## src/rtl/modbus_rtu_framer_pkg.sv

```systemverilog
// Shared types, constants and CRC helper for the Modbus RTU framer.
package modbus_rtu_framer_pkg;

  typedef enum logic [2:0] {
    SYNC,
    IDLE,
    RECV,
    CHECK,
    HOLD
  } framer_state_t;

  localparam logic [15:0] MB_CRC_INIT   = 16'hFFFF;
  localparam logic [15:0] MB_CRC_POLY   = 16'hA001;
  localparam logic [7:0]  MB_BCAST_ADDR = 8'h00;

  // Reflected CRC-16 update over one byte, LSB first.
  function automatic logic [15:0] mb_crc_byte(input logic [15:0] crc, input logic [7:0] data);
    logic [15:0] c;
    c = crc ^ {8'h00, data};
    for (int unsigned i = 0; i < 8; i++) begin
      c = c[0] ? ((c >> 1) ^ MB_CRC_POLY) : (c >> 1);
    end
    return c;
  endfunction

endpackage

```

## src/rtl/modbus_rtu_framer_buf.sv

```systemverilog
// Frame buffer: MAX_LEN x 8 simple dual-port RAM.
// Ports: clk, rst (sync, clears rd_q only), we/wa/wd write port,
// ra read address, rd_q registered read data (1-cycle latency).
module modbus_frame_buf #(
  parameter int unsigned MAX_LEN = 256,
  parameter int unsigned AW      = $clog2(MAX_LEN)
) (
  input  logic          clk,
  input  logic          rst,
  input  logic          we,
  input  logic [AW-1:0] wa,
  input  logic [7:0]    wd,
  input  logic [AW-1:0] ra,
  output logic [7:0]    rd_q
);

  logic [7:0] mem [MAX_LEN];

  always_ff @(posedge clk) begin
    if (we) begin
      mem[wa] <= wd;
    end
  end

  always_ff @(posedge clk) begin
    if (rst) begin
      rd_q <= '0;
    end else begin
      rd_q <= mem[ra];
    end
  end

endmodule

```

## src/rtl/modbus_rtu_framer.sv

```systemverilog
// Modbus RTU frame receiver: t3.5 frame delimiting, t1.5 gap check,
// CRC-16 residue check, address filter, held frame buffer.
// Inputs : clk, rst, rxv/rxd byte stream, slave_addr, bcast_en, frm_ack, rd_a.
// Outputs: frm_v/frm_len/frm_bcast frame status, rd_q buffer read data,
//          busy, saturating error counters cnt_crc/cnt_gap/cnt_ovf.
module modbus_rtu_framer
  import modbus_rtu_framer_pkg::*;
#(
  parameter int unsigned MAX_LEN    = 256,
  parameter int unsigned T15_CYCLES = 42969,
  parameter int unsigned T35_CYCLES = 100260
) (
  input  logic                         clk,
  input  logic                         rst,
  input  logic                         rxv,
  input  logic [7:0]                   rxd,
  input  logic [7:0]                   slave_addr,
  input  logic                         bcast_en,
  output logic                         frm_v,
  output logic [$clog2(MAX_LEN+1)-1:0] frm_len,
  output logic                         frm_bcast,
  input  logic                         frm_ack,
  input  logic [$clog2(MAX_LEN)-1:0]   rd_a,
  output logic [7:0]                   rd_q,
  output logic                         busy,
  output logic [15:0]                  cnt_crc,
  output logic [15:0]                  cnt_gap,
  output logic [15:0]                  cnt_ovf
);

  localparam int unsigned LW = $clog2(MAX_LEN + 1);
  localparam int unsigned AW = $clog2(MAX_LEN);
  localparam int unsigned GW = $clog2(T35_CYCLES + 1);
  localparam logic [GW-1:0] GAP_T15 = GW'(T15_CYCLES);
  localparam logic [GW-1:0] GAP_T35 = GW'(T35_CYCLES);

  framer_state_t state, state_n;

  logic [GW-1:0] gap, gap_inc;
  logic          silence_done;
  logic [LW-1:0] len;
  logic [15:0]   crc;
  logic [7:0]    addr0;
  logic          ovf, gap_bad, hold_rx;

  logic          start, append, ovf_set, gap_set, accept;
  logic          inc_crc, inc_gap, inc_ovf, addr_ok;
  logic          wr_en;
  logic [AW-1:0] wr_a;

  assign gap_inc      = (gap == GAP_T35) ? gap : gap + GW'(1);
  assign silence_done = !rxv && (gap_inc == GAP_T35);
  assign addr_ok      = (addr0 == slave_addr) || (addr0 == MB_BCAST_ADDR && bcast_en);

  always_ff @(posedge clk) begin
    if (rst) begin
      state <= SYNC;
    end else begin
      state <= state_n;
    end
  end

  always_comb begin
    state_n = state;
    start   = 1'b0;
    append  = 1'b0;
    ovf_set = 1'b0;
    gap_set = 1'b0;
    accept  = 1'b0;
    inc_crc = 1'b0;
    inc_gap = 1'b0;
    inc_ovf = 1'b0;
    frm_v   = (state == HOLD);
    busy    = (state == RECV) || (state == CHECK);
    case (state)
      SYNC: begin
        if (silence_done) state_n = IDLE;
      end
      IDLE: begin
        if (rxv) begin
          start   = 1'b1;
          state_n = RECV;
        end
      end
      RECV: begin
        if (rxv) begin
          gap_set = (gap > GAP_T15);
          if (len == LW'(MAX_LEN)) ovf_set = 1'b1;
          else                     append  = 1'b1;
        end else if (silence_done) begin
          state_n = CHECK;
        end
      end
      CHECK: begin
        if (ovf)                                   inc_ovf = 1'b1;
        else if (gap_bad)                          inc_gap = 1'b1;
        else if (len < LW'(4) || crc != 16'h0000)  inc_crc = 1'b1;
        else if (addr_ok)                          accept  = 1'b1;
        if (accept) begin
          state_n = HOLD;
        end else if (rxv) begin
          // a byte exactly t3.5 after the dropped frame opens the next one
          start   = 1'b1;
          state_n = RECV;
        end else begin
          state_n = IDLE;
        end
      end
      HOLD: begin
        if (frm_ack) state_n = (hold_rx || rxv) ? SYNC : IDLE;
      end
      default: state_n = SYNC;
    endcase
  end

  assign wr_en = start || append;
  assign wr_a  = start ? '0 : len[AW-1:0];

  always_ff @(posedge clk) begin
    if (rst) begin
      gap       <= '0;
      len       <= '0;
      crc       <= MB_CRC_INIT;
      addr0     <= '0;
      ovf       <= 1'b0;
      gap_bad   <= 1'b0;
      hold_rx   <= 1'b0;
      frm_len   <= '0;
      frm_bcast <= 1'b0;
      cnt_crc   <= '0;
      cnt_gap   <= '0;
      cnt_ovf   <= '0;
    end else begin
      gap <= rxv ? '0 : gap_inc;
      if (start) begin
        len     <= LW'(1);
        crc     <= mb_crc_byte(MB_CRC_INIT, rxd);
        addr0   <= rxd;
        ovf     <= 1'b0;
        gap_bad <= 1'b0;
      end
      if (append) begin
        len <= len + LW'(1);
        crc <= mb_crc_byte(crc, rxd);
      end
      if (ovf_set) ovf     <= 1'b1;
      if (gap_set) gap_bad <= 1'b1;
      if (accept) begin
        frm_len   <= len - LW'(2);
        frm_bcast <= (addr0 == MB_BCAST_ADDR);
        hold_rx   <= rxv;
      end else if (state == HOLD && rxv) begin
        hold_rx <= 1'b1;
      end
      if (inc_crc && cnt_crc != '1) cnt_crc <= cnt_crc + 16'd1;
      if (inc_gap && cnt_gap != '1) cnt_gap <= cnt_gap + 16'd1;
      if (inc_ovf && cnt_ovf != '1) cnt_ovf <= cnt_ovf + 16'd1;
    end
  end

  modbus_frame_buf #(
    .MAX_LEN (MAX_LEN),
    .AW      (AW)
  ) u_buf (
    .clk  (clk),
    .rst  (rst),
    .we   (wr_en),
    .wa   (wr_a),
    .wd   (rxd),
    .ra   (rd_a),
    .rd_q (rd_q)
  );

endmodule

```

## config.mk

```make
export PLATFORM = sky130hd
export DESIGN_NAME = modbus_rtu_framer
export DESIGN_NICKNAME = d
export VERILOG_FILES = /design/src/rtl/modbus_rtu_framer_pkg.sv /design/src/rtl/modbus_rtu_framer_buf.sv /design/src/rtl/modbus_rtu_framer.sv
export SDC_FILE = /design/constraint.sdc
export NUM_CORES = 2
export LEC_CHECK = 0
export ABC_AREA = 0
export BUFFER_PORTS_ARGS = -buffer_cell sky130_fd_sc_hd__buf_4
export CAP_MARGIN = 20
export CORE_UTILIZATION = 30
export CTS_CLUSTER_DIAMETER = 60
export DETAILED_ROUTE_END_ITERATION = 10
export PLACE_DENSITY_LB_ADDON = 0.12
export RECOVER_POWER = 25
export SYNTH_ARGS = -nofsm -noshare
export SYNTH_HDL_FRONTEND = slang
export SYNTH_HIERARCHICAL = 1
export SYNTH_SLANG_ARGS = --single-unit
```

## constraint.sdc

```tcl
create_clock -name clk -period 4.4 [get_ports clk]
set_input_delay 0.22 -clock clk [delete_from_list [all_inputs] [get_ports clk]]
set_output_delay 0.22 -clock clk [all_outputs]
set_load 0.005 [all_outputs]
```

==> impl_metrics.env <==
export IMPL_place_gp_congestion=0.8350
export IMPL_skew_ns=0.07931
export IMPL_dieHeight_um=538.7
export IMPL_rsz0062_at_grt="yes"
export IMPL_yosys_area_top_type_share=0.7116
export IMPL_timing_fmax_mhz=234.5
export IMPL_dp_hpwl_um=182000
export IMPL_critical_path_max_stage_delay_ns=0.77
export IMPL_synth_seq_cells=2170
export IMPL_area_growth_pct=17.06
export IMPL_core_area_um2=285700
export IMPL_grtUsageTotal=0.1868
export IMPL_routed_wirelength_um=276000
export IMPL_clkTransAtPathRegs_ns=0.06
export IMPL_syn_nets=4764
export IMPL_grt_max_degree=133
export IMPL_dieArea_um2=290200
export IMPL_synth_distinct_cells=90
export IMPL_cp_slowest_cell="nor2_1"
export IMPL_max_cap_violations=15
export IMPL_reg2regPathDepth=10
export IMPL_critPathKind="flip-flop to flip-flop"
export IMPL_io_pins=97
export IMPL_syn_area_um2=86420
export IMPL_drtAntennaViolNets=0
export IMPL_nNetsFinal=5188
export IMPL_worst_pin_slew_ns=3.764
export IMPL_num_vias=46389
export IMPL_r2r_start="len[2]"
export IMPL_die_w_um=538.7
export IMPL_status="finished with violations"
export IMPL_cp_arrival_ns=4.77
export IMPL_ir_drop_v=0.0003036
export IMPL_holdCritPathClass="input pin to flip-flop"
export IMPL_grt_pass1_vias=47256
export IMPL_rrSetupSlack_ns=0.13
export IMPL_clk_path_buf_depth=4
export IMPL_violations="capacitance limit, slew limit"
export IMPL_port_buffers=96
export IMPL_power_density_nw_per_um2=448.8
export IMPL_synth_common_cells="2,048 x edfxtp_1, 443 x nor2_1, 334 x mux2i_1"
export IMPL_synthCells=4725
export IMPL_worstPathCellList="nor4_1 -> nand2_1 -> o21ba_2 -> a41oi_4 -> nor2b_1 -> buf_4 -> nor2_1 -> nand4_1 -> buf_4 -> nor2_1"
export IMPL_synth_seq_area_share=0.7399
export IMPL_total_power_mw=45.40
export IMPL_hold_depth=4
export IMPL_slew_violations=1100
export IMPL_drtIter0Drc=4437
export IMPL_htree_levels=4
export IMPL_syn_avg_cell_area_um2=18.29
export IMPL_finalCritPeriodShare=0.9694
export IMPL_wl_per_cell_um=30.29
export IMPL_synth_most_common_cell="edfxtp_1"
export IMPL_overflow=0
export IMPL_rr_endpoint="u_buf/mem[179][5]"
export IMPL_dr_pass1_iters=7
export IMPL_drc=0
export IMPL_async_flop_share=0
export IMPL_antenna_found_initial=16
export IMPL_p_leak_nw=32.62
export IMPL_crit_path_end_kind="flip-flop"
export IMPL_finalSetupViolCount=0
export IMPL_utilization=0.3541
export IMPL_drive_gt1_frac=0.2168
export IMPL_hold_violations=0
export IMPL_relSlewSlack=-1.509
export IMPL_grt_pass1_wl_um=383400
export IMPL_viasPerCell=5.090
export IMPL_cts_num_sinks=2170
export IMPL_synth_edf_count=2048
export IMPL_fp_row_count=196
export IMPL_cp_start_kind="flip-flop"
export IMPL_ys_flop_type="edfxtp_1"
export IMPL_tritoncts="yes"
export IMPL_layout_min_cycle_time_ns=4.265
export IMPL_cts_buffers_inserted=244
export IMPL_synth_top_area_cell="edfxtp_1"
export IMPL_path_max_fanout=11
export IMPL_synth_area_leaders="edfxtp_1 71%, mux4_2 8.6%, mux2i_1 3.9%, dfxtp_1 2.8%, nor2_1 1.9%"
export IMPL_hold_end="len[8]"
export IMPL_cp_data_required_time_ns=4.90
export IMPL_yosysWarnings=6
export IMPL_start_util=0.3025
export IMPL_hp_start="bcast_en"
export IMPL_insertion_delay_ns=0.92
export IMPL_clk_root_buffer_cell="clkbuf_16"
[power breakdown]
part	internal [mW]	total, mW	switching, mW	leakage [nW]
logic	0.687	2.18	1.49	9.31
registers	22.6	22.6	0.0141	19.4
clock network	12.2	20.6	8.37	3.92
total	35.5	45.4	9.88	32.6
[how the worst max path moves through the flow]
| stage | cells past startpoint | slack [ns] | start | endpoint |
|---|---|---|---|---|
| 6_report | 10 | 0.13 | len[2] | u_buf/mem[179][5] |
| 3_3_place_gp | 10 | 0.05 | addr0[0] | u_buf/mem[184][2] |
| 3_5_place_dp | 10 | 0.13 | addr0[0] | u_buf/mem[187][2] |
| 4_1_cts | 10 | 0.09 | addr0[0] | u_buf/mem[187][2] |
| 2_1_floorplan | 12 | 0.86 | addr0[4] | u_buf/mem[235][0] |
| 5_1_grt | 10 | -0.03 | crc[0] | u_buf/mem[177][7] |
[worst max-delay path, delay by kind of cell, from the launching register on]
kind / cells / cell delay, ns
compound gates: 2 / 0.81
buf+inv: 2 / 0.65
flops: 1 / 0.31
simple gates: 6 / 2.09
[cells in the final DEF (no fill, tap or decap), drive strengths merged, types with 45 or more instances in the layout]
master and instances:
xnor2 57, nand3 69, nor2 444, o22ai 107, dfxtp 122, nand2 194
a21oi 102, buf 430, mux2i 334, a211oi 46, xor2 45, nor3 52
clkinv 88, o221ai 79, o21ai 47, mux4 361, clkbuf 320, edfxtp 2048
[sequential cells by signal, summed over array words and instances, names as in the netlist]
name and count:
u_buf/rd_q 8, addr0 8, frm_bcast 1, u_buf/mem 2048
cnt_crc 16, crc 16, len 9, ovf 1
frm_len 9, gap_bad 1, gap 17, hold_rx 1
cnt_ovf 16, cnt_gap 16, state 3
[metrics by stage]
stage	cell area [um^2]	hold slack [ns]	TNS, ns	worst slack [ns]	instances
CTS	101300	0.08619	0	0.08821	9107
global route	101200	0.1544	-0.6177	-0.03474	9111
finish	101200	0.1639	0	0.1348	9113
detailed placement	93110	0.4726	0	0.1290	8652
global placement	93070	0.4695	0	0.04638	8647
floorplan	86420	0.3189	0	0.8638	4725
[repair_timing]
item | in CTS | in global routing
endpoints found under the setup margin | 0 | 32
setup buffers | 0 | 0
resized for setup | 0 | 2
endpoints found under the hold margin | 479 | 0
hold buffers | 13 | 0
[final cells by class]
class	instances	area, um^2
diodes	6	15.01
clock buffers	306	6501
clock inverters	136	1565
fillers	26805	184500
inverters	17	66.31
multi-input cells	2258	20520
flip-flops and latches	2170	63940
well taps	3762	4707
repair buffers	458	3849
[cells by family (layout without fill, tap and decap cells)]
group                      after synthesis  count (layout)  synth area share
and+or+nand+nor                        935             935           0.04901
xor gates and xnor gates               102             102           0.01034
buffers and inverters                  297             917           0.02344
AOI/OAI and AO/OA                      513             513           0.04139
other                                    0               6                 0
muxes                                  698             698            0.1345
adders and majority gates               10              10          0.001448
DFF                                   2170            2170            0.7399
[metal layers]
| metal | GRT usage | vias up | wire length (um) | part of all wire |
|---|---|---|---|---|
| met4 | 0.04203 | 2 | 5499 | 0.020 |
| li1 | - | 19964 | - | - |
| met1 | 0.2588 | 24846 | 123300 | 0.45 |
| met5 | 0 | - | 7 | 0.000025 |
| met3 | 0.03087 | 302 | 15330 | 0.056 |
| met2 | 0.3065 | 1275 | 131900 | 0.48 |
Note: power is estimated with default switching activity, not from simulation.
